$ cat src/rtl/clock_hm_counter.sv
// Hours/minutes BCD time-of-day counter with a RUN / SET_MIN / SET_HOUR mode
// machine driven by debounced mode and increment button pulses.
module clock_hm_counter #(
    parameter int p_hour_limit = 24
) (
    input  logic       i_clock_50mhz,
    input  logic       i_reset,
    input  logic       i_minute_imp,
    input  logic       i_mode_btn,
    input  logic       i_inc_btn,
    output logic [3:0] o_val_lmin,
    output logic [2:0] o_val_hmin,
    output logic [3:0] o_val_lhour,
    output logic [1:0] o_val_hhour,
    output logic       o_hour_imp,
    output logic       o_day_imp,
    output logic [1:0] o_state,
    output logic       o_sync_clear
);

    typedef enum logic [1:0] {
        ST_RUN      = 2'd0,
        ST_SET_MIN  = 2'd1,
        ST_SET_HOUR = 2'd2,
        ST_BAD      = 2'd3
    } state_e;

    localparam logic [1:0] HH_MAX = 2'((p_hour_limit - 1) / 10);
    localparam logic [3:0] LH_MAX = 4'((p_hour_limit - 1) % 10);

    state_e     state_d;
    logic [1:0] state_q;
    logic [3:0] lmin_q, lmin_d, lhour_q, lhour_d;
    logic [2:0] hmin_q, hmin_d;
    logic [1:0] hhour_q, hhour_d;
    logic       hour_imp_q, hour_imp_d;
    logic       day_imp_q, day_imp_d;
    logic       sync_clear_q, sync_clear_d;

    logic [3:0] lmin_inc, lhour_inc;
    logic [2:0] hmin_inc;
    logic [1:0] hhour_inc;
    logic       min_carry, hour_top;

    // Incremented candidates; >= compares keep any odd value falling back into range.
    always_comb begin
        min_carry = 1'b0;
        lmin_inc  = lmin_q + 4'd1;
        hmin_inc  = hmin_q;
        if (lmin_q >= 4'd9) begin
            lmin_inc = 4'd0;
            if (hmin_q >= 3'd5) begin
                hmin_inc  = 3'd0;
                min_carry = 1'b1;
            end else begin
                hmin_inc = hmin_q + 3'd1;
            end
        end

        hour_top  = (hhour_q > HH_MAX) || ((hhour_q == HH_MAX) && (lhour_q >= LH_MAX));
        lhour_inc = lhour_q + 4'd1;
        hhour_inc = hhour_q;
        if (hour_top) begin
            lhour_inc = 4'd0;
            hhour_inc = 2'd0;
        end else if (lhour_q >= 4'd9) begin
            lhour_inc = 4'd0;
            hhour_inc = hhour_q + 2'd1;
        end
    end

    always_comb begin
        state_d      = state_e'(state_q);
        lmin_d       = lmin_q;
        hmin_d       = hmin_q;
        lhour_d      = lhour_q;
        hhour_d      = hhour_q;
        hour_imp_d   = 1'b0;
        day_imp_d    = 1'b0;
        sync_clear_d = 1'b0;
        case (state_q)
            ST_RUN: begin
                // Minute pulse and mode press in the same cycle both take effect.
                if (i_minute_imp) begin
                    lmin_d = lmin_inc;
                    hmin_d = hmin_inc;
                    if (min_carry) begin
                        lhour_d    = lhour_inc;
                        hhour_d    = hhour_inc;
                        hour_imp_d = 1'b1;
                        day_imp_d  = hour_top;
                    end
                end
                if (i_mode_btn) state_d = ST_SET_MIN;
            end
            ST_SET_MIN: begin
                if (i_mode_btn) begin
                    state_d = ST_SET_HOUR;
                end else if (i_inc_btn) begin
                    lmin_d = lmin_inc;
                    hmin_d = hmin_inc;
                end
            end
            ST_SET_HOUR: begin
                if (i_mode_btn) begin
                    state_d      = ST_RUN;
                    sync_clear_d = 1'b1;
                end else if (i_inc_btn) begin
                    lhour_d = lhour_inc;
                    hhour_d = hhour_inc;
                end
            end
            default: state_d = ST_RUN;
        endcase
    end

    always_ff @(posedge i_clock_50mhz) begin
        if (i_reset) begin
            state_q      <= ST_RUN;
            lmin_q       <= 4'd0;
            hmin_q       <= 3'd0;
            lhour_q      <= 4'd0;
            hhour_q      <= 2'd0;
            hour_imp_q   <= 1'b0;
            day_imp_q    <= 1'b0;
            sync_clear_q <= 1'b0;
        end else begin
            state_q      <= state_d;
            lmin_q       <= lmin_d;
            hmin_q       <= hmin_d;
            lhour_q      <= lhour_d;
            hhour_q      <= hhour_d;
            hour_imp_q   <= hour_imp_d;
            day_imp_q    <= day_imp_d;
            sync_clear_q <= sync_clear_d;
        end
    end

    assign o_val_lmin   = lmin_q;
    assign o_val_hmin   = hmin_q;
    assign o_val_lhour  = lhour_q;
    assign o_val_hhour  = hhour_q;
    assign o_hour_imp   = hour_imp_q;
    assign o_day_imp    = day_imp_q;
    assign o_state      = state_q;
    assign o_sync_clear = sync_clear_q;

endmodule

$ cat config.mk
export PLATFORM = sky130hd
export DESIGN_NAME = clock_hm_counter
export DESIGN_NICKNAME = d
export VERILOG_FILES = /design/src/rtl/clock_hm_counter.sv
export SDC_FILE = /design/constraint.sdc
export NUM_CORES = 1
export LEC_CHECK = 0
export CAP_MARGIN = 20
export CELL_PAD_IN_SITES_DETAIL_PLACEMENT = 1
export CELL_PAD_IN_SITES_GLOBAL_PLACEMENT = 2
export CORE_UTILIZATION = 33
export CTS_CLUSTER_SIZE = 25
export DETAILED_ROUTE_END_ITERATION = 12
export GPL_ROUTABILITY_DRIVEN = 0
export PLACE_DENSITY = 0.89
export SYNTH_ARGS = -nofsm -noshare
export SYNTH_HDL_FRONTEND = slang
export SYNTH_SLANG_ARGS = --single-unit
export TNS_END_PERCENT = 30
$ cat constraint.sdc
create_clock -name i_clock_50mhz -period 4.7 [get_ports i_clock_50mhz]
set_input_delay 1.41 -clock i_clock_50mhz [delete_from_list [all_inputs] [get_ports i_clock_50mhz]]
set_output_delay 1.41 -clock i_clock_50mhz [all_outputs]
set_load 0.005 [all_outputs]
### Word-level counts from Yosys, hierarchy flattened

Cells that the tools add are included.

| cells by class | value |
|---|---|
| order comparisons | 5 |
| bitwise gates (word level) | 4 |
| reductions and logical operators | 11 |
| multiplexer cells | 33 |
| equality and inequality tests | 12 |
| add/subtract/negate cells | 4 |

Operator list:

| cell | number |
|---|---|
| $mux W4 | 10 |
| $mux W2 | 9 |
| $ne A2 B2 Y1 const B | 9 |
| $pmux W4 S2 | 2 |
| $mux W3 | 5 |
| $add A4 B1 Y4 const B | 2 |
| $ge A4 B4 Y1 const B | 2 |
| $pmux W2 S3 | 1 |
| $pmux W3 S2 | 1 |
| $reduce_and A5 Y1 | 1 |
| $eq A2 B2 Y1 const B | 2 |
| $ge A4 B2 Y1 const B | 1 |
| $mux W1 | 4 |
| $not A1 Y1 | 4 |
| $pmux W2 S2 | 1 |
| $reduce_and A4 Y1 | 1 |
| $reduce_bool A2 Y1 | 2 |
| $reduce_or A4 Y1 | 1 |
| $add A3 B1 Y3 const B | 1 |
| $ge A3 B3 Y1 const B | 1 |
| $reduce_and A3 Y1 | 1 |
| $reduce_or A3 Y1 | 1 |
| $add A2 B1 Y2 const B | 1 |
| $eq A2 B1 Y1 const B | 1 |
| other kinds (5) | 5 |

| word-level totals | value |
|---|---|
| input bits | 5 |
| flip-flop bits (word level) | 18 |
| word-level logic and storage cells | 77 |

### Depth between registers and ports, before layout

Gate-level depths: netlist of run 1.

| depth | value |
|---|---|
| depth after elaboration | 7 |
| depth in mapped cells | 7 |
| gate-level depth less buffers | 6 |

### Worst setup path after synthesis of run 1

OpenSTA, ideal clock, no wires.

| timing path | value |
|---|---|
| path kind | input-to-reg |
| start | in i_minute_imp |
| end | reg hmin_q[2], in the netlist o_val_hmin[2] |
| path slack | 2,295 ps |
| stages on the path | 4 |
| path buffers | 0 |
| required time | 4,609 ps |
| arrival | 2,314 ps |
| path through | nand2b_1 a2111oi_4 a21oi_1 a311oi_1 |

| on the way | value |
|---|---|
| longest elaborated chain between the ends | 2 |

RTL lines:

| element | RTL line | source |
|---|---|---|
| start: declaration | 8 | `input logic i_minute_imp,` |
| $ne A2 B2 Y1 (no source line) | - |  |
| $reduce_and A4 Y1 (no source line) | - |  |
| end signal: assignment | 130 | `hmin_q <= hmin_d;` |
| end: declaration | 34 | `logic [2:0] hmin_q, hmin_d;` |

No other way between the ends.
A chain may end at the register's enable or synchronous reset.

### Worst setup path after layout of run 1

| timing path | value |
|---|---|
| start | reg state_q[1], in the netlist o_state[1] |
| end | out o_state[1] |

RTL lines:

| element | RTL line | source |
|---|---|---|
| start: declaration | 32 | `logic [1:0] state_q;` |
| start signal: assignment | 128 | `state_q <= state_d;` |
| end: declaration | 17 | `output logic [1:0] o_state,` |

No word-level cell between the ends.

==> summary.txt, run 1 <==
Run
  • Max-cap viol count: 0

Logic synthesis
  • Synthesized area: between 1000 and 1500 um2
  • Largest cells by area after synthesis: dfxtp_1, ha_1, a21oi_1
  • Synth warn: 0
  • EDFF count, synth: 0
  • Primary FF master, synth: dfxtp_1
  • Cell count after synthesis: around 120
  • Yosys reg bits: 18
  • Synth area leader: dfxtp_1
  • Post-synthesis net count: 130
  • Top-area cell type share of the netlist area: 0.324
  • Syn Area/Cell: 9.60 um2
  • Synth unique cells: 48
  • Async set-reset flop share out of synthesis: 0
  • Seq/Total Area, Yosys: 0.324

Floorplanning
  • FP Rows: 20
  • Die Area: approximately 3600 um2
  • Core region area: around 3100 um2
  • Boundary Pins: 23
  • Starting density of the core: 0.356
  • Chip width: 60.1 um
  • Die Y: 60.1 um

Global routing
  • Met3 Use GR: 0.0303
  • First-pass GRT wire length: between 4000 and 5000 um
  • Grt ovf: 0
  • Largest net degree at the start of global routing: 19
  • Vias in the first global route: just under 1k
  • Total track usage: 0.174
  • Met2 usage: 0.321
  • Gr busiest metal: met2
  • Antenna violations before repair: 0
  • GR Layer Usage met1: 0.190

STA
  • RSZ-0062 raised after global routing: no
  • Setup violations, final: 0
  • Final hold vios: 0
  • Worst-Margin Slew: 0.733 ns
  • Worst Skew: around 0.0055 ns
  • Worst slew margin: 0.510
  • Period utilisation layout: 0.633
  • Fmax: roughly 0.34 GHz
  • Setup TNS: 0 ns
  • Minimum clock period: 2.97 ns
  • Final Max Slew Viols: 0

Critical path
  • Critical path's top delay family: flip-flops
  • Buffer and inverter count on the worst path: 1
  • Crit start category: register
  • CP Class: reg2out
  • Worst-path fanout max: 15
  • Crit path required time: about 3.3 ns
  • CP max stage cell: dfxtp_1
  • Worst path max stage delay: around 0.66 ns
  • Crit path cell chain: clkdlybuf4s50_1
  • Crit path DAT: between 1.5 and 2 ns
  • CP Capture Type: primary output

Detailed routing
  • Starting DRT DRC Count: 30
  • Vias per std cell: approximately 5.5
  • Post-Route WL: approximately 2700 um
  • Routed via count: approximately 1,000
  • Routed len/inst: about 15 um
  • Router iterations before antenna repair: 5
  • Post-route DRC violation count: 0
  • Antenna Nets Post-Route: 0

Clock tree
  • CTS buffer count: 3
  • CTS tree: done
  • Maximum buffer depth of the clock tree: 2
  • Clk sink count: 18
  • Clock-pin transition on the worst setup and hold timing paths: 0.11 ns
  • Hold_buf cts: 0
  • Skew-Pair Late Insertion Delay: approximately 0.30 ns
  • H-tree depth: 1
  • Postcts setup bufs: 0
  • Post-CTS sizing: 0
  • Root buf cell: clkbuf_4

Place
  • Hpwl dp: approximately 2000 um
  • Dpl cell area: ~1400 um2
  • Port bufs: 22
  • Post-Place Cells: roughly 180

Final layout
  • # diodes: 0
  • Final nets: 152
  • Layout area overhead: 23.4%
  • Share of cells above drive strength 1: 0.110
  • Cell area after layout: roughly 1400 um2
  • Post-Layout Cell Count: 180

Power
  • Switching share of power: 0.291
  • PwrDens: between 200 and 250 nW/um2
  • Reg power frac: 0.557
  • Clock Power Share: 0.267
  • Pint: approximately 210 uW
  • Peak VDD IR: 0.0000925 V
  • Psw: between 80 and 90 uW
  • Comb pwr share: 0.176
  • Leak: between 0.5 and 0.6 nW

Min path
  • Hold Path Class: reg2reg

Run status
  • Outcome: finished, final reports clean
path summary, 6_finish.rpt:
path	from	end	slack, ns	cells after the start
worst max-delay path	o_state[1]	o_state[1]	1.73	1
worst min-delay path	o_val_lmin[1]	o_val_lmin[1]	0.53	2
worst max register to register	o_val_lmin[0]	o_val_hmin[2]	2.78	6
worst min register to register	o_val_lmin[1]	o_val_lmin[1]	0.53	2
per-stage QoR:
| step | hold slack (ns) | setup WS [ns] | util | power (mW) |
|---|---|---|---|---|
| 5_1_grt | 0.555 | 1.61 | 0.439 | 0.314 |
| 3_5_place_dp | 0.514 | 1.53 | 0.432 | 0.221 |
| 4_1_cts | 0.531 | 1.69 | 0.439 | 0.299 |
| 6_report | 0.529 | 1.73 | 0.439 | 0.297 |
| 3_3_place_gp | 0.497 | 1.65 | 0.432 | 0.219 |
| 2_1_floorplan | 0.484 | 2.30 | - | 0.205 |
flip-flops by register name, summed over array words and instances, names as in the netlist:
| name | cells |
|---|---|
| o_val_lhour | 4 |
| o_val_lmin | 4 |
| o_val_hmin | 3 |
| o_state | 2 |
| o_val_hhour | 2 |
| o_day_imp | 1 |
| o_hour_imp | 1 |
| o_sync_clear | 1 |
synth_stat cells, types with 2 or more instances:
cell / count
a21oi_1: 12
a41oi_1: 2
and3_1: 3
buf_4: 3
dfxtp_1: 18
ha_1: 9
inv_1: 7
mux2i_1: 2
nand2_1: 4
nand3_1: 2
nand4_1: 4
nand4b_1: 2
nor2_1: 5
nor3_1: 4
nor3b_1: 2
o21ai_0: 3
o31ai_1: 2
or3b_1: 2
final cells by class:
class / instances / area, um2
fill: 375 / 1750
multi-input combinational: 86 / 689
sequential: 18 / 360
clock buffer: 3 / 22.5
timing repair buffer: 22 / 220
inverter: 7 / 26.3
tap: 44 / 55.1
tightest hold or removal path, cell delays in order (launching register included):
cell     delay, ns
dfxtp_1       0.36
nand2_1       0.07
a21oi_1       0.05
metal layers:
metal,vias up,wire (um)
met3,7,96
met1,486,1130
met5,-,0
li1,476,-
met4,0,54
met2,29,1440
cells in the final DEF, fill, tap and decap left out, types with 3 or more instances in the layout:
cell type	synthesis	final
a21oi_1	12	12
and3_1	3	3
clkbuf_4	0	3
clkdlybuf4s50_1	0	22
dfxtp_1	18	18
ha_1	9	9
inv_1	7	7
nand2_1	4	4
nand4_1	4	4
nor2_1	5	5
nor3_1	4	4
o21ai_0	3	3
power by group through the flow:
stage | sequential (mW) | combinational, mW | clock [mW]
after floorplan | 0.164 | 0.0405 | 0
after global placement | 0.168 | 0.0503 | 0
after detailed placement | 0.169 | 0.0525 | 0
after CTS | 0.165 | 0.0528 | 0.0812
after global routing | 0.167 | 0.0577 | 0.0896
final | 0.165 | 0.0521 | 0.0793
cells by family (layout without fill, tap and decap cells):
| family | Yosys count | in the layout | synth area share |
|---|---|---|---|
| adder cells (fa/ha/maj) | 9 | 9 | 0.101 |
| XOR/XNOR | 1 | 1 | 0.00787 |
| flip-flops | 18 | 18 | 0.324 |
| AND/OR/NAND/NOR | 41 | 41 | 0.254 |
| AO/OA/AOI/OAI | 32 | 32 | 0.228 |
| multiplexers | 3 | 3 | 0.0281 |
| buffers and inverters | 12 | 32 | 0.0573 |
Power figures use the tool's default switching activity.
==> run 2, diff against run 1 <==
- CORE_UTILIZATION: 33 -> 28
- PLACE_DENSITY: 0.89 -> 0.81
- clock period: 4.7 -> 2.65 ns (I/O delays scaled with it)
==> run 2 against run 1 <==
Sequential power is 76% higher. Register-to-register slack worse by 2.0 ns. Core utilization is 6.0 points lower. Largest cell class unchanged. Critical path type is now in2reg. Die area is 17% higher. Combinational power is 91% higher. Sequential share of layout area is 0.85 points lower. Critical path depth is 4 higher. Routed wire length is 2.3% higher.
==> summary.txt, run 2 (same netlist as run 1, synthesis figures left out) <==
Place
  • Post-Place Cells: 184
  • Hpwl dp: 2120 um
  • Worst slack at placement: 0.134 ns
  • Port bufs: 22

Critical path
  • Worst-path fanout max: 5
  • Crit path required time: 2.81 ns
  • CP max stage cell: clkdlybuf4s50_1
  • Critical path's top delay family: compound AO/OA/AOI/OAI gates
  • Buffer and inverter count on the worst path: 1
  • Worst R2R Path Depth: 6
  • CP Capture Type: register
  • Crit path cell chain: clkdlybuf4s50_1 -> nand2b_1 -> a2111oi_4 -> a21oi_1 -> a311oi_1
  • Crit path DAT: 2.41 ns
  • CP Class: in2reg
  • R2R Path Start: o_val_lmin[1]
  • Worst reg2reg setup slack: roughly 0.74 ns
  • Reg-to-Reg End: o_val_lhour[2]
  • Worst path max stage delay: 0.55 ns
  • Crit start category: input port

STA
  • Setup violations, final: 0
  • Worst slew margin: 0.695
  • Setup TNS: 0 ns
  • Fmax: 0.445 GHz
  • Worst-Margin Slew: 0.456 ns
  • Minimum clock period: 2.25 ns
  • Worst Skew: a little over 0.004 ns
  • RSZ-0062 raised after global routing: no
  • Period utilisation layout: 0.847
  • Final Max Slew Viols: 0
  • Final hold vios: 0
  • Setup ws final: 0.405 ns

Detailed routing
  • Post-Route WL: 2790 um
  • Routed len/inst: roughly 15 um
  • Starting DRT DRC Count: 56
  • Vias per std cell: between 5 and 6
  • Post-route DRC violation count: 0
  • Router iterations before antenna repair: 4
  • Routed via count: approximately 1,000
  • Antenna Nets Post-Route: 0

Final layout
  • Post-Layout Cell Count: between 150 and 200
  • Most common cell after layout, fill and taps aside: clkdlybuf4s50_1
  • # diodes: 0
  • Final core occ: 0.379
  • Layout area overhead: 27.5%
  • Most frequent cells in the layout: clkdlybuf4s50_1, dfxtp_1, a21oi_1, ha_1, inv_1
  • Final nets: approximately 160
  • Share of cells above drive strength 1: 0.129

Global routing
  • First-pass GRT wire length: approximately 4800 um
  • Total track usage: 0.145
  • Largest net degree at the start of global routing: 15
  • Vias in the first global route: approximately 1.0k
  • Grt ovf: 0
  • Antenna violations before repair: 0

Clock tree
  • Post-CTS sizing: 0
  • CTS buffer count: 3
  • Hold_buf cts: 0
  • Maximum buffer depth of the clock tree: 2
  • CTS tree: done
  • Root buf cell: clkbuf_8
  • H-tree depth: 1
  • Clock-pin transition on the worst setup and hold timing paths: ~0.070 ns
  • Skew-Pair Late Insertion Delay: ~0.25 ns
  • Postcts setup bufs: 0
  • Clk sink count: 18

Power
  • PwrDens: around 410 nW/um2
  • Tot Pwr: 579 uW
  • Peak VDD IR: approximately 0.00015 V
  • Leak: 0.561 nW

Min path
  • Hold Crit Start: o_val_hhour[0]
  • Hold Path Class: reg2reg
  • Hold path cells: 2
  • WHS Endpoint: o_val_hhour[0]

Floorplanning
  • Chip width: around 65 um
  • Starting density of the core: 0.297
  • Boundary Pins: 23
  • FP Rows: 22
  • Die Y: approximately 65 um
  • Die Area: approximately 4200 um2
  • Core region area: 3740 um2

Run
  • Max-cap viol count: 0

Run status
  • Outcome: finished, final reports clean
[run 2: cell types whose count changed in the layout (fill, tap and decap cells not counted)]
cell      previous run  this run
buf_4                0         3
clkbuf_4             3         0
clkbuf_8             0         3
[run 2: worst max path at each step]
stage | from | endpoint | slack (ns) | cells after the start
3_3_place_gp | i_minute_imp | o_val_hmin[2] | 0.21 | 5
3_5_place_dp | i_minute_imp | o_val_hmin[2] | 0.13 | 5
5_1_grt | i_minute_imp | o_val_hmin[2] | 0.25 | 5
6_report | i_minute_imp | o_val_hmin[2] | 0.40 | 5
4_1_cts | i_minute_imp | o_val_hmin[2] | 0.39 | 5
2_1_floorplan | i_minute_imp | o_val_hmin[2] | 0.86 | 4
[run 2: final cells by class]
cell class              count  area (um2)
multi-input cells          86         689
clock buffers               3        41.3
flip-flops and latches     18         360
fillers                   452        2320
well taps                  48        60.1
inverters                   7        26.3
repair buffers             25         243
[run 2: worst min-delay path, delay by kind of cell (launching register included)]
family / cells / cell delay [ns]
DFF: 1 / 0.33
buffers and inverters: 1 / 0.08
AOI/OAI and AO/OA: 1 / 0.08
[run 2: metrics by stage]
step           area (um2)  hold WS (ns)
2_1_floorplan        1110         0.484
3_3_place_gp         1380         0.503
3_5_place_dp         1380         0.507
4_1_cts              1420         0.537
5_1_grt              1420         0.559
6_report             1420         0.531
[run 2: power breakdown]
part | internal (mW) | switching, mW
combinational | 0.0455 | 0.0539
clock | 0.101 | 0.0887
sequential | 0.277 | 0.0127
[run 2: per-layer routing]
| layer | routed length (um) | up-vias | global-route usage |
|---|---|---|---|
| li1 | - | 484 | - |
| met2 | 1360 | 16 | 0.258 |
| met5 | 0 | - | 0 |
| met1 | 1300 | 485 | 0.173 |
| met4 | 43 | 0 | 0.0598 |
| met3 | 78 | 4 | 0.0211 |
